`src/rtl/apb_lsu_pkg.sv`:
```
// apb_lsu_pkg: shared types for the APB load/store unit.
//   lsu_state_t : controller states
//   lsu_size_t  : request size codes (byte, half, word, dword)
//   lsu_err_t   : response error codes
//   size_bits() : number of data bits covered by a size code
package apb_lsu_pkg;

  typedef enum logic [1:0] {
    IDLE   = 2'b00,
    SETUP  = 2'b01,
    ACCESS = 2'b10,
    RESP   = 2'b11
  } lsu_state_t;

  typedef enum logic [1:0] {
    SZ_B = 2'b00,
    SZ_H = 2'b01,
    SZ_W = 2'b10,
    SZ_D = 2'b11
  } lsu_size_t;

  typedef enum logic [1:0] {
    ERR_OK    = 2'b00,
    ERR_PERR  = 2'b01,
    ERR_TMO   = 2'b10,
    ERR_ALIGN = 2'b11
  } lsu_err_t;

  function automatic int unsigned size_bits(input logic [1:0] size);
    return 32'd8 << size;
  endfunction

endpackage

```
`src/rtl/apb_lsu_lane_align.sv`:
```
// lsu_lane_align: combinational byte-lane steering for apb_lsu.
//   Write side (from the incoming request):
//     w_off, w_size, w_data -> mask_lo/mask_hi (beat 1 / beat 2 strobes),
//                              wdata_lo/wdata_hi (beat 1 / beat 2 bus data)
//   Read side (from the registered request and captured bus data):
//     r_off, r_size, r_unsigned, rd_lo (beat 1 word), rd_hi (beat 2 word)
//                           -> rd_ext (right-aligned, sign/zero extended)
module lsu_lane_align
  import apb_lsu_pkg::*;
#(
  parameter int DATA_WIDTH = 32,
  localparam int NB = DATA_WIDTH / 8,
  localparam int OW = $clog2(DATA_WIDTH / 8)
) (
  input  logic [OW-1:0]         w_off,
  input  logic [1:0]            w_size,
  input  logic [DATA_WIDTH-1:0] w_data,
  output logic [NB-1:0]         mask_lo,
  output logic [NB-1:0]         mask_hi,
  output logic [DATA_WIDTH-1:0] wdata_lo,
  output logic [DATA_WIDTH-1:0] wdata_hi,
  input  logic [OW-1:0]         r_off,
  input  logic [1:0]            r_size,
  input  logic                  r_unsigned,
  input  logic [DATA_WIDTH-1:0] rd_lo,
  input  logic [DATA_WIDTH-1:0] rd_hi,
  output logic [DATA_WIDTH-1:0] rd_ext
);

  logic [2*NB-1:0]         mask_wide;
  logic [2*DATA_WIDTH-1:0] wdata_wide;
  logic [2*DATA_WIDTH-1:0] rd_cat;
  logic                    sign;
  int unsigned             nbits;

  // Strobes and data are built two bus words wide; the upper word is what
  // spills over into the second beat of a split access.
  always_comb begin
    mask_wide  = ((2*NB)'(1) << (4'd1 << w_size)) - (2*NB)'(1);
    mask_wide  = mask_wide << w_off;
    mask_lo    = mask_wide[NB-1:0];
    mask_hi    = mask_wide[2*NB-1:NB];
    wdata_wide = {{DATA_WIDTH{1'b0}}, w_data} << {w_off, 3'b000};
    wdata_lo   = wdata_wide[DATA_WIDTH-1:0];
    wdata_hi   = wdata_wide[2*DATA_WIDTH-1:DATA_WIDTH];
  end

  // Concatenating beat 2 above beat 1 and shifting down by the offset puts
  // the beat-2 lanes directly above the beat-1 lanes.
  always_comb begin
    rd_cat = {rd_hi, rd_lo} >> {r_off, 3'b000};
    nbits  = size_bits(r_size);
    case (r_size)
      2'b00:   sign = rd_cat[7];
      2'b01:   sign = rd_cat[15];
      2'b10:   sign = rd_cat[31];
      default: sign = rd_cat[63];
    endcase
    rd_ext = '0;
    for (int unsigned i = 0; i < DATA_WIDTH; i++) begin
      rd_ext[i] = (i < nbits) ? rd_cat[i] : (sign & ~r_unsigned);
    end
  end

endmodule

```
`src/rtl/apb_lsu.sv`:
```
// apb_lsu: APB load/store unit. Runs one load or store at a time as one or
// two APB transfers, with lane steering, load extension and error reporting.
//   clk, rts                 : clock, synchronous active-high reset
//   req_valid/req_ready      : request handshake
//   req_write/size/unsigned  : store flag, size code, zero-extend flag
//   req_addr, req_wdata      : byte address, right-aligned store data
//   rsp_valid/rdata/err      : one-cycle completion with data and error code
//   APB_*                    : APB requester (psel/penable/pwrite/paddr/
//                              pdata/pstb out; prdata/pready/perr in)
module apb_lsu
  import apb_lsu_pkg::*;
#(
  parameter int ADDR_WIDTH      = 32,
  parameter int DATA_WIDTH      = 32,
  parameter int SPLIT_UNALIGNED = 1,
  parameter int TIMEOUT_CYCLES  = 256
) (
  input  logic                    clk,
  input  logic                    rts,
  input  logic                    req_valid,
  output logic                    req_ready,
  input  logic                    req_write,
  input  logic [1:0]              req_size,
  input  logic                    req_unsigned,
  input  logic [ADDR_WIDTH-1:0]   req_addr,
  input  logic [DATA_WIDTH-1:0]   req_wdata,
  output logic                    rsp_valid,
  output logic [DATA_WIDTH-1:0]   rsp_rdata,
  output logic [1:0]              rsp_err,
  output logic [ADDR_WIDTH-1:0]   APB_paddr,
  output logic [DATA_WIDTH-1:0]   APB_pdata,
  input  logic [DATA_WIDTH-1:0]   APB_prdata,
  output logic                    APB_psel,
  output logic                    APB_penable,
  output logic                    APB_pwrite,
  output logic [DATA_WIDTH/8-1:0] APB_pstb,
  input  logic                    APB_pready,
  input  logic                    APB_perr
);

  localparam int NB = DATA_WIDTH / 8;
  localparam int OW = $clog2(NB);
  localparam int TW = (TIMEOUT_CYCLES > 1) ? $clog2(TIMEOUT_CYCLES) : 1;
  localparam logic [TW-1:0] TMO_LAST = TW'((TIMEOUT_CYCLES > 0) ? TIMEOUT_CYCLES - 1 : 0);

  lsu_state_t state, state_n;
  logic                  beat, beat_n;
  logic                  r_write, r_write_n;
  logic [1:0]            r_size, r_size_n;
  logic                  r_unsigned, r_unsigned_n;
  logic [OW-1:0]         r_off, r_off_n;
  logic [NB-1:0]         r_mask_hi, r_mask_hi_n;
  logic [DATA_WIDTH-1:0] r_wdata_hi, r_wdata_hi_n;
  logic [DATA_WIDTH-1:0] r_rd_lo, r_rd_lo_n;
  logic [TW-1:0]         tmo_cnt, tmo_cnt_n;

  logic                  psel_n, penable_n, pwrite_n;
  logic [ADDR_WIDTH-1:0] paddr_n;
  logic [DATA_WIDTH-1:0] pdata_n;
  logic [NB-1:0]         pstb_n;
  logic                  rsp_valid_n;
  logic [DATA_WIDTH-1:0] rsp_rdata_n;
  logic [1:0]            rsp_err_n;

  logic [NB-1:0]         mask_lo, mask_hi;
  logic [DATA_WIDTH-1:0] wdata_lo, wdata_hi, rd_ext;
  logic [DATA_WIDTH-1:0] rd_lo, rd_hi;
  logic                  fault;

  assign req_ready = (state == IDLE) && !rts;

  // On a single-beat read the live bus word is beat 1; on the second beat the
  // stored first word is beat 1 and the live word supplies the upper lanes.
  assign rd_lo = beat ? r_rd_lo : APB_prdata;
  assign rd_hi = beat ? APB_prdata : '0;

  lsu_lane_align #(.DATA_WIDTH(DATA_WIDTH)) u_align (
    .w_off      (req_addr[OW-1:0]),
    .w_size     (req_size),
    .w_data     (req_wdata),
    .mask_lo    (mask_lo),
    .mask_hi    (mask_hi),
    .wdata_lo   (wdata_lo),
    .wdata_hi   (wdata_hi),
    .r_off      (r_off),
    .r_size     (r_size),
    .r_unsigned (r_unsigned),
    .rd_lo      (rd_lo),
    .rd_hi      (rd_hi),
    .rd_ext     (rd_ext)
  );

  assign fault = (req_size > 2'(OW)) || ((SPLIT_UNALIGNED == 0) && (|mask_hi));

  always_ff @(posedge clk) begin
    if (rts) begin
      state       <= IDLE;
      beat        <= 1'b0;
      r_write     <= 1'b0;
      r_size      <= '0;
      r_unsigned  <= 1'b0;
      r_off       <= '0;
      r_mask_hi   <= '0;
      r_wdata_hi  <= '0;
      r_rd_lo     <= '0;
      tmo_cnt     <= '0;
      APB_psel    <= 1'b0;
      APB_penable <= 1'b0;
      APB_pwrite  <= 1'b0;
      APB_paddr   <= '0;
      APB_pdata   <= '0;
      APB_pstb    <= '1;
      rsp_valid   <= 1'b0;
      rsp_rdata   <= '0;
      rsp_err     <= ERR_OK;
    end else begin
      state       <= state_n;
      beat        <= beat_n;
      r_write     <= r_write_n;
      r_size      <= r_size_n;
      r_unsigned  <= r_unsigned_n;
      r_off       <= r_off_n;
      r_mask_hi   <= r_mask_hi_n;
      r_wdata_hi  <= r_wdata_hi_n;
      r_rd_lo     <= r_rd_lo_n;
      tmo_cnt     <= tmo_cnt_n;
      APB_psel    <= psel_n;
      APB_penable <= penable_n;
      APB_pwrite  <= pwrite_n;
      APB_paddr   <= paddr_n;
      APB_pdata   <= pdata_n;
      APB_pstb    <= pstb_n;
      rsp_valid   <= rsp_valid_n;
      rsp_rdata   <= rsp_rdata_n;
      rsp_err     <= rsp_err_n;
    end
  end

  // All bus and response outputs are registered; this block computes their
  // values for the state being entered, so rsp_valid is high exactly in RESP.
  always_comb begin
    state_n      = state;
    beat_n       = beat;
    r_write_n    = r_write;
    r_size_n     = r_size;
    r_unsigned_n = r_unsigned;
    r_off_n      = r_off;
    r_mask_hi_n  = r_mask_hi;
    r_wdata_hi_n = r_wdata_hi;
    r_rd_lo_n    = r_rd_lo;
    tmo_cnt_n    = tmo_cnt;
    psel_n       = APB_psel;
    penable_n    = APB_penable;
    pwrite_n     = APB_pwrite;
    paddr_n      = APB_paddr;
    pdata_n      = APB_pdata;
    pstb_n       = APB_pstb;
    rsp_valid_n  = 1'b0;
    rsp_rdata_n  = '0;
    rsp_err_n    = ERR_OK;

    unique case (state)
      IDLE: begin
        if (req_valid) begin
          r_write_n    = req_write;
          r_size_n     = req_size;
          r_unsigned_n = req_unsigned;
          r_off_n      = req_addr[OW-1:0];
          r_mask_hi_n  = mask_hi;
          r_wdata_hi_n = wdata_hi;
          beat_n       = 1'b0;
          if (fault) begin
            state_n     = RESP;
            rsp_valid_n = 1'b1;
            rsp_err_n   = ERR_ALIGN;
          end else begin
            state_n   = SETUP;
            psel_n    = 1'b1;
            penable_n = 1'b0;
            pwrite_n  = req_write;
            paddr_n   = {req_addr[ADDR_WIDTH-1:OW], {OW{1'b0}}};
            pdata_n   = wdata_lo;
            pstb_n    = req_write ? mask_lo : '1;
          end
        end
      end

      SETUP: begin
        state_n   = ACCESS;
        penable_n = 1'b1;
        tmo_cnt_n = '0;
      end

      ACCESS: begin
        if (APB_pready) begin
          if (APB_perr) begin
            state_n     = RESP;
            psel_n      = 1'b0;
            penable_n   = 1'b0;
            rsp_valid_n = 1'b1;
            rsp_err_n   = ERR_PERR;
          end else if (!beat && (|r_mask_hi)) begin
            state_n   = SETUP;
            beat_n    = 1'b1;
            penable_n = 1'b0;
            r_rd_lo_n = APB_prdata;
            paddr_n   = APB_paddr + ADDR_WIDTH'(NB);
            pdata_n   = r_wdata_hi;
            pstb_n    = r_write ? r_mask_hi : '1;
          end else begin
            state_n     = RESP;
            psel_n      = 1'b0;
            penable_n   = 1'b0;
            rsp_valid_n = 1'b1;
            rsp_rdata_n = r_write ? '0 : rd_ext;
          end
        end else if ((TIMEOUT_CYCLES != 0) && (tmo_cnt == TMO_LAST)) begin
          state_n     = RESP;
          psel_n      = 1'b0;
          penable_n   = 1'b0;
          rsp_valid_n = 1'b1;
          rsp_err_n   = ERR_TMO;
        end else begin
          tmo_cnt_n = tmo_cnt + 1'b1;
        end
      end

      RESP: begin
        state_n = IDLE;
      end

      default: begin
        state_n = IDLE;
      end
    endcase
  end

endmodule
```
`config.mk`:
```
export PLATFORM = sky130hd
export DESIGN_NAME = apb_lsu
export DESIGN_NICKNAME = d
export VERILOG_FILES = /design/src/rtl/apb_lsu_pkg.sv /design/src/rtl/apb_lsu_lane_align.sv /design/src/rtl/apb_lsu.sv
export SDC_FILE = /design/constraint.sdc
export NUM_CORES = 1
export LEC_CHECK = 0
export CAP_MARGIN = 20
export CORE_MARGIN = 3
export CORE_UTILIZATION = 25
export DETAILED_ROUTE_END_ITERATION = 12
export PLACE_DENSITY = 0.44
export SLEW_MARGIN = 20
export SYNTH_ARGS = -nofsm -noshare
export SYNTH_HDL_FRONTEND = slang
export SYNTH_SLANG_ARGS = --single-unit
```
`constraint.sdc`:
```
create_clock -name clk -period 2.5 [get_ports clk]
set_input_delay 0.5 -clock clk [delete_from_list [all_inputs] [get_ports clk]]
set_output_delay 0.5 -clock clk [all_outputs]
set_load 0.03 [all_outputs]
```
# Word level (Yosys, flattened, before mapping)
# Index checks and enable logic that the tools add are counted.
# W data, S select, Z words.
# totals
out_inout_bits,107
word_cells,196
in_bits,105
ff_bits,191
# op_classes
n_mux,94
reduce_logical,20
bitwise,6
shift,6
n_lt_le_gt_ge,33
eq_ne,15
addsub,3
# ops
cell,n
$lt A5 B32 Y1 const A,16
$mux W32,12
$lt A4 B32 Y1 const A,8
$lt A3 B32 Y1 const A,4
$pmux W32 S2,2
$lt A1 B32 Y1 const A,2
$lt A2 B32 Y1 const A,2
$shl A32 B5 Y64,1
$shr A64 B5 Y64,1
$mux W1,52
$add A32 B3 Y32 const B,1
$shl A4 B2 Y32 const A,1
$mux W4,7
$mux W2,10
$mux W8,2
$pmux W8 S2,1
$ne A2 B2 Y1 const B,7
$reduce_and A5 Y1,2
$add A8 B1 Y8 const B,1
$eq A8 B8 Y1 const B,1
$pmux W2 S4,1
$pmux W4 S2,1
$reduce_and A4 Y1,2
$shl A1 B4 Y8 const A,1
23 further kinds,39

# Depth between registers and ports, before layout
# logic_depth
depth_word,8
depth_mapped,8
ltp_nobuf,6

# Cells and area by module
# From an unflattened synthesis, not the netlist that was laid out.
# hier_totals
cells_unflattened,1273
area_unflattened_um2,10322.4
# modules_own_cells
module,seq_area_each_um2,area_per_inst_um2,instances,cells_per_inst
apb_lsu,3783.6,8326.7,1,1030
lsu_lane_align,0.0,1995.7,1,243

# Least setup slack after synthesis
# OpenSTA, ideal clock, no wires.
# synth_timing
kind,reg2reg
from,register state[0]
to,register r_wdata_hi[16]
synth_period_minus_slack_ns,2.324
required_time_ns,2.440
n_path_buf,2
path_stages_with_launch,8
setup_ns,0.060
arrival_time_ns,2.264
path_slack_ns,0.176
cell_sequence,dfxtp_1 -> clkbuf_1 -> nor3_1 -> and2_1 -> buf_2 -> nand2_1 -> nor2_1 -> a22o_1
# synth_via
elab_chain_cells,2
# synth_rtl
item,line,text
"start, declared",apb_lsu.sv:46,"lsu_state_t state, state_n;"
"start signal, assigned",apb_lsu.sv:117,state <= state_n;
$logic_not A2 Y1,apb_lsu.sv:162,unique case (state)
$reduce_and A2 Y1 (no line),--,
"end signal, assigned",apb_lsu.sv:124,r_wdata_hi <= r_wdata_hi_n;
"end, declared",apb_lsu.sv:53,"logic [DATA_WIDTH-1:0] r_wdata_hi, r_wdata_hi_n;"
# Every way passes these cells.
# A chain may end at the register's enable or synchronous reset.

# Worst setup path after layout
# layout_timing
from,register APB_paddr[12]
to,output port APB_paddr[12]
# layout_rtl
item,line,text
"start, declared",apb_lsu.sv:30,"output logic [ADDR_WIDTH-1:0] APB_paddr,"
"start signal, assigned",apb_lsu.sv:130,APB_paddr <= paddr_n;
# No word-level cell between the ends.

==> metrics.md <==
| Metric | Value |
|---|---|
| RSZ-0062 raised after global routing | `false` |
| Setup ws final | `0.318 ns` |
| Die span in y | `197 µm` |
| Vias in the first global route | `8915` |
| Design Area, Final | `12800 µm²` |
| Dpl cell area | `12200 µm²` |
| Reg2reg path depth | `5` |
| Diode count | `0` |
| Final nets | `1403` |
| Synth Register Bits | `181` |
| Final clock skew | `0.0152 ns` |
| Post-place setup slack | `-0.125 ns` |
| WHS | `0.422 ns` |
| Antenna Nets Post-Route | `0` |
| Initial antenna violation count | `0` |
| Layout filler cell count | `3708` |
| Net Sw Frac | `32.2%` |
| Yosys top cell area share | `39.8%` |
| Asr flop ratio synth | `0%` |
| Num CTS Buffers | `17` |
| Max Clock Freq | `458 MHz` |
| Leak | `4.45 nW` |
| Routed wire per std cell | `18.6 µm` |
| Critical path depth | `1` |
| Most frequent cells after synthesis | `nand2_1 (196), dfxtp_1 (181), a21oi_1 (113)` |
| Largest stage delay, worst path | `0.74 ns` |
| CP max stage cell | `clkdlybuf4s50_1` |
| Post-CTS Hold Fix Bufs | `0` |
| Total Wirelength | `32900 µm` |
| Slew headroom | `33.9%` |
| Worst skew pair latency | `0.44 ns` |
| Max_cap viols | `0` |
| First-pass GRT wire length | `52000 µm` |
| IO Port Bufs | `209` |
| Area delta synth->final | `40.5%` |
| Iter 0 DRT Violations | `498` |
| Syn Inst Count | `1084` |
| Worst IR Drop VDD | `0.000452 V` |
| H-tree depth | `4` |
| WP data required | `2.00 ns` |
| Max Root-Sink Buffers | `2` |
| DIE AREA | `38800 µm²` |
| Buf+Inv Stages, Crit Path | `1` |
| DRT Pass-1 Iters | `5` |
| # IOs | `212` |
| Detailed Place HPWL | `24300 µm` |
| CP Cell Sequence | `clkdlybuf4s50_1` |
| Setup CP Type | `flop to output port` |
| Library cells used by synthesis | `70` |
| Reg clk slew, reported paths | `0.08 ns` |
| DRC Markers | `0` |
| Worst Hold Class | `primary input to flop` |
| Top post-synthesis cells by area | `dfxtp_1 (40%), nand2_1 (8.1%), a21oi_1 (6.2%)` |
| P_int | `0.00539 W` |
| Post-CTS Resized | `0` |
| Synthesized area per cell | `8.40 µm²` |
| Tcrit/Tclk final | `87.3%` |
| Final setup viols | `0` |
| Vias/cell | `5.06` |
| Grt total ovfl | `0` |
| Initial core utilization | `25.5%` |
| Pin count of the biggest net entering global routing | `42` |
| Crit path arrival time | `1.68 ns` |
| Post-route setup TNS | `0 ns` |
| Die Wd | `197 µm` |
| Register area share after synthesis | `39.8%` |
| Critical path's top delay family | `buffers and inverters` |
| Outcome | `finished clean` |
| Core Area | `35700 µm²` |
| Fraction of layout cells with a size suffix above 1 | `14.0%` |
| Power per cell area | `621 nW/µm²` |
| Gate power share | `23.0%` |
| Root Driver | `clkbuf_16` |
| Yosys warning total | `0` |
| Pins Over Slew Limit | `0` |
| CP Launch Type | `flop` |
| Dpl cells | `1738` |
| Via count | `8958` |
| Final min period | `2.18 ns` |
| Cell Area, Synth | `9110 µm²` |
| Register area | `3630 µm²` |
| Multi-input gate area | `5090 µm²` |
| Clock group share of total power | `37.0%` |
| CTS tree | `yes` |
| Post-CTS setup buffers | `0` |
| Primary FF master, synth | `dfxtp_1` |
| GPL Wtd Cong | `0.805` |
| Critical path capture point type | `output port` |
| Non-Filler Instances | `1770` |
| Net Sw Power | `0.00256 W` |
| Number of flops mapped to enable cells by yosys | `0` |
| Tot GR Track Use | `16.9%` |
| Reg2reg setup slack | `0.33 ns` |
| Crit path max fanout | `7` |
| Sequential power share | `40.1%` |
| Most numerous cell in the Yosys netlist | `nand2_1` |
| Site Rows | `69` |
| Hold Vio Cnt, Final | `0` |
| Sink Count | `181` |
| Area leader, netlist | `dfxtp_1` |
| Worst hold stages | `2` |
| Worst Max-Slew Pin Slew | `0.990 ns` |
registers in the layout, indices dropped and copies added, names as in the netlist, 4 cells and up:
register,cells
APB_pdata,32
r_rd_lo,32
rsp_rdata,32
APB_paddr,30
r_wdata_hi,24
tmo_cnt,8
APB_pstb,4
r_mask_hi,4
worst paths after layout:
| kind | startpoint | end |
|---|---|---|
| setup / recovery | APB_paddr[12] | APB_paddr[12] |
| hold / removal | rts | r_rd_lo[7] |
| setup reg to reg | beat | rsp_rdata[25] |
| hold reg to reg | APB_pdata[21] | APB_pdata[21] |
logic make-up (layout without fill, tap and decap cells):
family	after synthesis	count (layout)	synth area share [%]
simple gates	388	388	20.1
compound gates	327	327	23.6
flops	181	181	39.8
buf+inv	103	327	4.77
mux	79	79	11.1
xor+xnor	3	3	0.289
fa+ha+maj	2	2	0.275
other cells	1	2	0.0412
power groups by stage:
stage	Combinational [W]	Sequential (W)	Clock [W]
after floorplan	0.000799	0.00342	0
after global placement	0.00183	0.00325	0
after detailed placement	0.00184	0.00324	0
after CTS	0.00185	0.00318	0.00304
after global routing	0.00198	0.00320	0.00313
final	0.00183	0.00318	0.00294
layer usage:
layer	GRT usage [%]	part of all wire, %
met1	24.2	50
met2	25.8	44
met3	4.34	5.8
met4	3.12	0.75
met5	0	0
through the flow:
| step | utilization, % | total power, W |
|---|---|---|
| after floorplan | - | 0.00422 |
| after global placement | 34.0 | 0.00508 |
| after detailed placement | 34.0 | 0.00508 |
| after CTS | 35.8 | 0.00806 |
| after global routing | 35.8 | 0.00832 |
| final | 35.8 | 0.00794 |
area by class of cell:
type                       instances  area share (%)
clock buffer                      17            3.32
clock inverter                    15            1.65
inverter                           8           0.235
multi-input combinational        801            39.8
sequential                       181            28.3
tap                              461            4.51
timing repair buffer             287            22.1
cells in the final DEF (no fill, tap or decap), drive strengths merged, types with 17 or more instances in the layout:
cell	instances
buf	81
clkdlybuf4s50	206
nand3	17
a221oi	18
mux2i	46
nand2	196
o211ai	17
nor3	50
o21ai	62
a21oi	114
clkbuf	17
nor2	53
dfxtp	181
mux2	17
a211oi	22
Power figures use the tool's default switching activity.
